**config.mk**
```make
export PLATFORM = sky130hd
export DESIGN_NAME = knn_idx_pack
export DESIGN_NICKNAME = d
export VERILOG_FILES = /design/src/rtl/knn_idx_pack_pkg.sv /design/src/rtl/knn_idx_lane_buf.sv /design/src/rtl/knn_idx_pack.sv
export SDC_FILE = /design/constraint.sdc
export NUM_CORES = 1
export LEC_CHECK = 0
export CAP_MARGIN = 20
export CORE_ASPECT_RATIO = 1.1
export CORE_MARGIN = 2
export CORE_UTILIZATION = 50
export CTS_BUF_LIST = sky130_fd_sc_hd__clkbuf_2
export DETAILED_ROUTE_END_ITERATION = 6
export GPL_ROUTABILITY_DRIVEN = 0
export PLACE_DENSITY = 0.84
export SLEW_MARGIN = 20
export SYNTH_ARGS = -nofsm -noshare
export SYNTH_HDL_FRONTEND = slang
export SYNTH_SLANG_ARGS = --single-unit
```
**constraint.sdc**
```tcl
create_clock -name clk -period 3.6 [get_ports clk]
set_clock_uncertainty 0.05 [all_clocks]
set_input_delay 0.9 -clock clk [delete_from_list [all_inputs] [get_ports clk]]
set_output_delay 0.9 -clock clk [all_outputs]
set_load 0.05 [all_outputs]
```
**src/rtl/knn_idx_pack_pkg.sv**
```systemverilog
// Shared definitions for the KNN index packer: FSM state encoding, default
// widths of the coordinate/sorting path and the lanes-per-word helpers.
package knn_idx_pack_pkg;

  localparam int SRAM_WIDTH_DEF = 256;
  localparam int IDX_WIDTH_DEF  = 10;
  localparam int K_WIDTH_DEF    = 5;
  localparam int ADDR_WIDTH_DEF = 10;

  typedef enum logic [1:0] {
    ST_IDLE  = 2'd0,
    ST_RUN   = 2'd1,
    ST_FLUSH = 2'd2,
    ST_DONE  = 2'd3
  } state_e;

  // Number of whole indices that fit in one GLB word.
  function automatic int calc_npw(input int sram_w, input int idx_w);
    return sram_w / idx_w;
  endfunction

  // Width of a lane counter able to hold 0..npw-1.
  function automatic int lane_bits(input int npw);
    return (npw > 1) ? $clog2(npw) : 1;
  endfunction

  localparam int NPW_DEF = calc_npw(SRAM_WIDTH_DEF, IDX_WIDTH_DEF);

endpackage

```
**src/rtl/knn_idx_lane_buf.sv**
```systemverilog
// Lane-indexed pack register: collects indices into one GLB word, lane 0 in
// the LSBs. o_word_ins is the word with the current index merged in, so the
// owner can capture a completing word in the same cycle the last lane fills.
module knn_idx_lane_buf
  import knn_idx_pack_pkg::*;
#(
  parameter int SRAM_WIDTH = SRAM_WIDTH_DEF,
  parameter int IDX_WIDTH  = IDX_WIDTH_DEF,
  parameter int NPW        = calc_npw(SRAM_WIDTH, IDX_WIDTH),
  parameter int LW         = lane_bits(NPW)
) (
  input  logic                  clk,
  input  logic                  rst_n,
  input  logic                  i_clr,
  input  logic                  i_push,
  input  logic [IDX_WIDTH-1:0]  i_idx,
  output logic [SRAM_WIDTH-1:0] o_word,
  output logic [SRAM_WIDTH-1:0] o_word_ins,
  output logic                  o_full
);

  logic [SRAM_WIDTH-1:0] r_word;
  logic [LW-1:0]         r_lane;

  assign o_word     = r_word;
  assign o_full     = (r_lane == LW'(NPW - 1));
  assign o_word_ins = r_word | (SRAM_WIDTH'(i_idx) << (int'(r_lane) * IDX_WIDTH));

  // Store the pushed index at the current lane; a push into the last lane
  // hands the word off, so the register and lane restart from zero.
  // NOTE: sequential state uses non-blocking (<=) so every flop samples pre-edge values.
  // NOTE: the pack register takes the async reset too; unfilled lanes must read as zero.
  always_ff @(posedge clk or negedge rst_n) begin
    if (!rst_n) begin
      r_word <= '0;
      r_lane <= '0;
    end else if (i_clr) begin
      r_word <= '0;
      r_lane <= '0;
    end else if (i_push) begin
      if (o_full) begin
        r_word <= '0;
        r_lane <= '0;
      end else begin
        r_word <= o_word_ins;
        r_lane <= r_lane + 1'b1;
      end
    end
  end

endmodule

```
**src/rtl/knn_idx_pack.sv**
```systemverilog
// KNN neighbour-index packer: takes the sorted neighbour index stream, packs
// floor(SRAM_WIDTH/IDX_WIDTH) indices per GLB word and writes the words to
// consecutive addresses starting at cfg_base, then pulses done.
// Optional build macro KNN_IDX_PACK_SELF_EXCL_EN: drop the k==0 (self match)
// index of every point, so only cfg_k-1 neighbours per point are stored.
module knn_idx_pack
  import knn_idx_pack_pkg::*;
#(
  parameter int SRAM_WIDTH = SRAM_WIDTH_DEF,
  parameter int IDX_WIDTH  = IDX_WIDTH_DEF,
  parameter int K_WIDTH    = K_WIDTH_DEF,
  parameter int ADDR_WIDTH = ADDR_WIDTH_DEF
) (
  input  logic                  clk,
  input  logic                  rst_n,
  input  logic                  clr,
  input  logic                  cfg_vld,
  output logic                  cfg_rdy,
  input  logic [IDX_WIDTH-1:0]  cfg_nop,
  input  logic [K_WIDTH-1:0]    cfg_k,
  input  logic [ADDR_WIDTH-1:0] cfg_base,
  input  logic [IDX_WIDTH-1:0]  in_idx,
  input  logic                  in_vld,
  output logic                  in_rdy,
  output logic [ADDR_WIDTH-1:0] wr_addr,
  output logic [SRAM_WIDTH-1:0] wr_dat,
  output logic                  wr_vld,
  input  logic                  wr_rdy,
  output logic                  done
);

  localparam int NPW = calc_npw(SRAM_WIDTH, IDX_WIDTH);
  localparam int LW  = lane_bits(NPW);

  state_e                r_state;
  logic                  r_done;
  logic [IDX_WIDTH-1:0]  r_nop;
  logic [IDX_WIDTH-1:0]  r_pt;
  logic [K_WIDTH-1:0]    r_kcfg;
  logic [K_WIDTH-1:0]    r_k;
  logic                  r_wr_vld;
  logic [SRAM_WIDTH-1:0] r_wr_dat;
  logic [ADDR_WIDTH-1:0] r_wr_addr;

  logic                  w_cfg_hs;
  logic                  w_cfg_zero;
  logic                  w_in_hs;
  logic                  w_store;
  logic                  w_out_free;
  logic                  w_k_last;
  logic                  w_last;
  logic                  w_full;
  logic                  w_run_load;
  logic                  w_flush_load;
  logic                  w_load;
  logic                  w_buf_clr;
  logic [SRAM_WIDTH-1:0] w_word;
  logic [SRAM_WIDTH-1:0] w_word_ins;

  assign cfg_rdy = (r_state == ST_IDLE);
  assign w_cfg_hs = cfg_vld & cfg_rdy;

  // The output register can take a new word when empty or being drained now.
  assign w_out_free = ~r_wr_vld | wr_rdy;
  assign in_rdy     = (r_state == ST_RUN) & (~w_full | w_out_free);
  assign w_in_hs    = in_vld & in_rdy;

`ifdef KNN_IDX_PACK_SELF_EXCL_EN
  assign w_cfg_zero = (cfg_nop == '0) | (cfg_k <= K_WIDTH'(1));
  assign w_store    = w_in_hs & (r_k != '0);
`else
  assign w_cfg_zero = (cfg_nop == '0) | (cfg_k == '0);
  assign w_store    = w_in_hs;
`endif

  assign w_k_last     = (r_k == r_kcfg - K_WIDTH'(1));
  assign w_last       = w_k_last & (r_pt == r_nop - IDX_WIDTH'(1));
  assign w_run_load   = w_store & w_full;
  assign w_flush_load = (r_state == ST_FLUSH) & w_out_free;
  assign w_load       = w_run_load | w_flush_load;
  assign w_buf_clr    = clr | w_flush_load;

  knn_idx_lane_buf #(
    .SRAM_WIDTH (SRAM_WIDTH),
    .IDX_WIDTH  (IDX_WIDTH),
    .NPW        (NPW),
    .LW         (LW)
  ) u_lane_buf (
    .clk        (clk),
    .rst_n      (rst_n),
    .i_clr      (w_buf_clr),
    .i_push     (w_store),
    .i_idx      (in_idx),
    .o_word     (w_word),
    .o_word_ins (w_word_ins),
    .o_full     (w_full)
  );

  // Job sequencing; done is raised as the last write drains, so it appears
  // in the first cycle with wr_vld low.
  always_ff @(posedge clk or negedge rst_n) begin
    if (!rst_n) begin
      r_state <= ST_IDLE;
      r_done  <= 1'b0;
    end else begin
      r_done <= 1'b0;
      if (clr) begin
        r_state <= ST_IDLE;
      end else begin
        case (r_state)
          ST_IDLE:  if (w_cfg_hs) r_state <= w_cfg_zero ? ST_DONE : ST_RUN;
          ST_RUN:   if (w_in_hs && w_last) r_state <= w_run_load ? ST_DONE : ST_FLUSH;
          ST_FLUSH: if (w_out_free) r_state <= ST_DONE;
          ST_DONE: begin
            if (w_out_free) begin
              r_done  <= 1'b1;
              r_state <= ST_IDLE;
            end
          end
          default:  r_state <= ST_IDLE;
        endcase
      end
    end
  end

  // Job configuration and the k / point counters that locate the last index.
  always_ff @(posedge clk or negedge rst_n) begin
    if (!rst_n) begin
      r_nop  <= '0;
      r_kcfg <= '0;
      r_pt   <= '0;
      r_k    <= '0;
    end else if (clr) begin
      r_nop  <= '0;
      r_kcfg <= '0;
      r_pt   <= '0;
      r_k    <= '0;
    end else if (w_cfg_hs) begin
      r_nop  <= cfg_nop;
      r_kcfg <= cfg_k;
      r_pt   <= '0;
      r_k    <= '0;
    end else if (w_in_hs) begin
      if (w_k_last) begin
        r_k  <= '0;
        r_pt <= r_pt + 1'b1;
      end else begin
        r_k  <= r_k + 1'b1;
      end
    end
  end

  // Single-entry output register; the address advances on each accepted write.
  always_ff @(posedge clk or negedge rst_n) begin
    if (!rst_n) begin
      r_wr_vld  <= 1'b0;
      r_wr_dat  <= '0;
      r_wr_addr <= '0;
    end else if (clr) begin
      r_wr_vld  <= 1'b0;
      r_wr_dat  <= '0;
      r_wr_addr <= '0;
    end else begin
      if (w_cfg_hs) begin
        r_wr_addr <= cfg_base;
      end else if (r_wr_vld && wr_rdy) begin
        r_wr_addr <= r_wr_addr + 1'b1;
      end
      if (w_load) begin
        r_wr_vld <= 1'b1;
        r_wr_dat <= w_run_load ? w_word_ins : w_word;
      end else if (wr_rdy) begin
        r_wr_vld <= 1'b0;
      end
    end
  end

  assign wr_vld  = r_wr_vld;
  assign wr_dat  = r_wr_dat;
  assign wr_addr = r_wr_addr;
  assign done    = r_done;

endmodule

```
# Word-level counts from Yosys, hierarchy flattened
# Index checks and enable logic that the tools add are counted.
# totals
register_bits,561
inputBits,41
output_inout_bits,270
elab_cells,95
# op_classes
n_addsub,6
n_mul,1
n_eq_ne,10
shift,1
mux,38
n_bitwise,14
n_reduce_logical,14
# ops
op,n
two-way mux 256 bit,6
bitwise OR 256 bit,1
<< shifter 10 x 32 -> 256 bit,1
two-way mux 10 bit,9
two-way mux 5 bit,9
"adder 10 x 1 -> 10 bit, second input constant",2
two-way mux 2 bit,6
nonzero test 3 bit,4
"adder 5 x 1 -> 5 bit, second input constant",2
== test 10 bit,1
zero test 10 bit,1
"subtractor 10 x 1 -> 10 bit, second input constant",1
"multiplier 5 x 3 -> 8 bit, second input constant",1
one-hot mux 2 bit (4 select lines),1
two-way mux 1 bit,7
bitwise AND 1 bit,6
"inequality test 3 x 2 -> 1 bit, second input constant",2
"inequality test 3 bit, second input constant",2
nonzero test 2 bit,3
== test 5 bit,1
"== test 5 bit, second input constant",1
zero test 5 bit,1
bitwise OR 1 bit,5
"subtractor 5 x 1 -> 5 bit, second input constant",1
other kinds (7),10

# Logic depth before layout (Yosys ltp)
# depth
depth_word,10
ltp_mapped,13
depth_no_buf,10

# Modules after synthesis
# Synthesis repeated with hierarchy kept, for this count alone.
# unflattened
hier_cells,2736
hier_area_um2,27726.6
# by_module_without_submodules
module,instances,cells_each,area_per_inst_um2,seq_area_each_um2
knn_idx_pack,1,1429,14392.6,7507.2
knn_idx_lane_buf,1,1307,13334.0,6531.3

# Least setup slack after synthesis
# Ideal clock, no wire load.
# synth_timing
path_kind,reg2reg
from,register u_lane_buf.r_lane[3]
to,register u_lane_buf.r_word[131] (netlist: u_lane_buf.o_word[131])
setup_ns,0.066
arrival_time_ns,2.749
required_ns,3.484
path_slack_ns,0.735
path_stages_with_launch,12
path_buffers,2
synth_period_minus_slack_ns,2.865
path_cell_list,dfrtp_1 ha_1 ha_1 inv_1 fa_1 clkbuf_1 nand2b_1 clkbuf_1 nor3_1 nand3_1 o22ai_1 a22o_1
# synth_via
elab_chain_len,6
elab_cells_between_ends,12
cone_classes,mul: 1; eq/ne: 1; shift: 1; mux: 3; bitwise: 5; reduce/logical: 1
# synth_lines
element,line_no,rtl
from (decl),knn_idx_lane_buf.sv:23,logic [LW-1:0] r_lane;
from (signal assigned),knn_idx_lane_buf.sv:46,r_lane <= r_lane + 1'b1;
multiplier 5 x 3 -> 8 bit or == test 5 bit (tied branches),"knn_idx_lane_buf.sv:27, knn_idx_lane_buf.sv:26",
<< shifter 10 x 32 -> 256 bit or NOT 1 bit (tied branches),"knn_idx_lane_buf.sv:27, knn_idx_pack.sv:65",
bitwise OR 256 bit or bitwise OR 1 bit (tied branches),"knn_idx_lane_buf.sv:27, knn_idx_pack.sv:65",
two-way mux 256 bit or bitwise AND 1 bit (tied branches),"knn_idx_lane_buf.sv:41, knn_idx_pack.sv:65",
two-way mux 256 bit or bitwise AND 1 bit (tied branches),"knn_idx_lane_buf.sv:40, knn_idx_pack.sv:66",
two-way mux 256 bit or nonzero test 2 bit (tied branches),n/a,
to (signal assigned),knn_idx_lane_buf.sv:45,r_word <= o_word_ins;
to (decl),knn_idx_lane_buf.sv:22,logic [SRAM_WIDTH-1:0] r_word;
# Parallel ways exist; a longest one is shown, timed or not. The select of a mux whose other input is x is not followed.
# A chain may end at the register's enable or synchronous reset.

# Worst setup path in the final report
# layout_timing
from,register u_lane_buf.r_lane[1]
to,output in_rdy
# layout_via
elab_chain_len,4
# layout_lines
element,line_no,rtl
== test 5 bit,knn_idx_lane_buf.sv:26,assign o_full = (r_lane == LW'(NPW - 1));
NOT 1 bit,knn_idx_pack.sv:65,assign in_rdy = (r_state == ST_RUN) & (~w_full | w_out_free);
bitwise OR 1 bit,knn_idx_pack.sv:65,
bitwise AND 1 bit,knn_idx_pack.sv:65,
to (decl),knn_idx_pack.sv:24,"output logic in_rdy,"
# No other way between the ends.

==> metrics.cfg <==
[detailed_routing]
drcViolationCount = 0
wire_per_inst_um = 21.57
drt_pass1_iterations = 6
wirelength_um = 72890
drt_iter0_markers = 2449
via_count = 20490
ant_nets = 0
avgViaCountPerCell = 6.062

[power]
pwr-share-comb = 0.257
power.density_nw_per_um2 = 519.9
pwr-share-clk = 0.295
swShare = 0.3752
leakage_uw = 0.01281
max-vdd-ir-drop_mv = 0.3505
seq_power_share = 0.448
p_sw_uw = 5612
p_int_uw = 9345

[placement]
placed_cells = 3127
place_ws_ns = 0.3064
dpl.hpwl_um = 46940
place_area_um2 = 27350
numPortBuffers = 310

[critical_path]
crit_arrival_ns = 2.57
critPathSlowestCell = dfrtp_1
start_kind = flip-flop
crit_required_ns = 2.65
slowest_delay_ns = 0.43
endpoint_kind = output pin
path_buf_inv = 3
worst-path-stages = 7
rrSetupSlack_ns = 0.14
crit_family = simple AND/OR/NAND/NOR gates
crit_start = u_lane_buf.r_lane[1]
reg2reg_depth = 11
critPathMaxFanout = 18
worstSetupEndpoint = in_rdy
r2r_start = u_lane_buf.r_lane[1]
r2r_end = wr_dat[139]
path_cells = buf_8, clkinv_8, ha_4, nand4b_4, nor2_4, nor2b_2, buf_12
criticalPathCategory = reg2out

[global_routing]
grt_max_degree = 137
grt.overflow.total = 0
antenna_found_initial = 9
grt_pass1_wl_um = 113300
grt_pass1_vias = 20540
grt_usage = 0.2983

[timing]
finalWorstSetupSlack_ns = 0.07617
post-route-min-period_ns = 3.524
max_slew_margin = 0.3681
timing.hold.ws_ns = 0.2597
drv_slew = 0
finalHoldViolCount = 0
max_freq_mhz = 283.8
setup_violations = 0
rsz0062_at_grt = yes
fin_crit_sh = 0.9788
worst_pin_slew_ns = 0.9406

[logic_synthesis]
synth-seq-cells = 561
synthTopCellsByArea = dfrtp_1 60%, a21oi_1 8.6%, nor2_1 5.0%
synth_cell_types = 75
synth_top_area_frac = 0.5983
synthArstFlopShare = 1.000
synth_edf_count = 0
synth_cells = 2320
yosysWarningCount = 0
synth_largest_area_cell = dfrtp_1
syn_avg_cell_area_um2 = 10.11
synthFlopType = dfrtp_1
syn_area_um2 = 23460
yosysSeqAreaShare = 0.5983
syn_nets = 2379

[clock_tree]
numCtsBuffers = 138
cts.clk_slew.worst_paths_ns = 0.12
clock_sinks = 561
cts_tree = done
clockBufferDepth = 3
h-tree-depth = 4
root_buffer = clkbuf_2
worst_skew_pair.late_latency_ns = 1.16

[cells_and_area]
fin_cells = 3380
fin_area_um2 = 28770
layout.nets = 2736
area_growth_pct = 22.60
fillerInstances = 3663
multi_input_area_um2 = 8566
regArea_um2 = 14040
drive_gt1_frac = 0.1255

[floorplanning]
ios = 311
dieArea_um2 = 48680
rows = 83
fp.dieW_um = 210.5
die_h_um = 231.2
start_util = 0.5043
coreArea_um2 = 46520

[worst_hold_path]
hold_class = in2reg
min_from = cfg_k[1]

[outcome]
outcome = completed

[run]
cap_viol_max_count = 0

-- layout make-up --
| class | count | area share |
|---|---|---|
| sequential | 561 | 0.4880 |
| antenna | 4 | 0.0003479 |
| inverter | 46 | 0.006437 |
| multi-input combinational | 1540 | 0.2978 |
| tap | 595 | 0.02588 |
| timing repair buffer | 390 | 0.1366 |
| clock inverter | 41 | 0.009699 |
| clock buffer | 203 | 0.03532 |
-- cells in the mapped netlist (5+ instances only) --
| cell type | n |
|---|---|
| nor2_1 | 312 |
| clkbuf_1 | 104 |
| a22oi_1 | 66 |
| nand4_1 | 7 |
| o21ai_0 | 135 |
| a21oi_1 | 402 |
| buf_2 | 39 |
| or3_1 | 5 |
| nor3_1 | 21 |
| xnor2_1 | 16 |
| xor2_1 | 12 |
| dfrtp_1 | 561 |
| a22o_1 | 80 |
| nand2b_1 | 9 |
| inv_1 | 44 |
| and3_1 | 5 |
| a211oi_1 | 12 |
| o211ai_1 | 9 |
| buf_4 | 27 |
| mux2_2 | 10 |
| o22ai_1 | 25 |
| ha_1 | 17 |
| nand2_1 | 193 |
| o21ai_1 | 41 |
| nand3_1 | 21 |
| o31ai_1 | 38 |
| a21o_1 | 10 |
| nor2b_1 | 15 |
| mux2i_1 | 10 |
-- worst min-delay path, stage by stage --
cell	delay (ns)
clkdlybuf4s50_1	0.41
nand2_1	0.06
a21oi_1	0.05
-- routing by layer --
| layer | GRT usage | vias to the layer above | wire length [µm] |
|---|---|---|---|
| met1 | 0.3863 | 10070 | 27300 |
| met5 | 0 | - | 51 |
| met2 | 0.4559 | 1254 | 33990 |
| met4 | 0.1675 | 8 | 3804 |
| li1 | - | 8914 | - |
| met3 | 0.08198 | 242 | 7743 |
-- cells by family (layout without fill, tap and decap cells) --
family | Yosys count | count (layout) | share of synthesized area
AO/OA/AOI/OAI | 847 | 847 | 0.2143
AND/OR/NAND/NOR | 622 | 622 | 0.1128
XOR/XNOR | 30 | 30 | 0.01232
adder cells (fa/ha/maj) | 18 | 18 | 0.009918
multiplexers | 23 | 23 | 0.01093
flip-flops | 561 | 561 | 0.5983
other | 0 | 4 | 0
buffers and inverters | 219 | 680 | 0.04143
-- power by group through the flow --
stage / registers (µW) / clock network, µW / logic (µW)
2_1_floorplan: 6910 / 0 / 2170
3_3_place_gp: 6800 / 0 / 3570
3_5_place_dp: 6820 / 0 / 3660
4_1_cts: 6690 / 4490 / 3670
5_1_grt: 6730 / 4830 / 4100
6_report: 6700 / 4410 / 3840
-- cell usage in the layout, fill, tap and decap left out, types with 6 or more instances in the layout --
master | netlist | routed
o22ai_1 | 25 | 24
mux2_2 | 10 | 10
a21oi_1 | 402 | 400
ha_1 | 17 | 16
nand4_1 | 7 | 7
clkinv_1 | 1 | 26
a22o_1 | 80 | 80
xnor2_1 | 16 | 16
nor2b_1 | 15 | 14
nor2_1 | 312 | 311
o31ai_1 | 38 | 38
buf_4 | 27 | 62
a211oi_1 | 12 | 12
clkdlybuf4s50_1 | 0 | 307
inv_1 | 44 | 43
nor3_1 | 21 | 16
buf_12 | 0 | 17
nor3_2 | 1 | 6
clkbuf_2 | 0 | 203
nand2b_1 | 9 | 8
a21o_1 | 10 | 10
xor2_1 | 12 | 12
mux2i_1 | 10 | 10
o211ai_1 | 9 | 9
nand3_1 | 21 | 21
o21ai_0 | 135 | 135
nand2_1 | 193 | 192
o21ai_1 | 41 | 41
dfrtp_1 | 561 | 561
a22oi_1 | 66 | 66
-- worst min path at each step --
stage,endpoint,cells past startpoint,slack [ns]
floorplan,u_lane_buf.o_word[0],2,0.41
global placement,wr_dat[236],2,0.42
detailed placement,wr_dat[221],2,0.42
CTS,r_kcfg[1],3,0.17
global route,r_kcfg[1],3,0.21
finish,r_kcfg[1],3,0.26
-- state kept, by name, indices dropped and copies added (netlist names) --
signal             count
r_k                    5
u_lane_buf.r_lane      5
wr_addr               10
wr_dat               256
done                   1
u_lane_buf.o_word    256
r_pt                  10
r_state                2
r_nop                 10
wr_vld                 1
r_kcfg                 5
-- repair_timing --
action,in CTS,in global routing
setup buffers,0,4
resized for setup,4,15
cloned,0,0
hold buffers,1,0
endpoints found under the setup margin,2,2
hold endpoints to repair,60,0
pin swaps,0,1
-- per-stage QoR --
stage / TNS (ns) / utilization / power, µW
2_1_floorplan: 0 / - / 9081
3_3_place_gp: 0 / 0.5878 / 10370
3_5_place_dp: 0 / 0.5879 / 10470
4_1_cts: -0.2213 / 0.6162 / 14850
5_1_grt: -0.1613 / 0.6183 / 15660
6_report: 0 / 0.6183 / 14960
(Power assumes the default switching activity.)
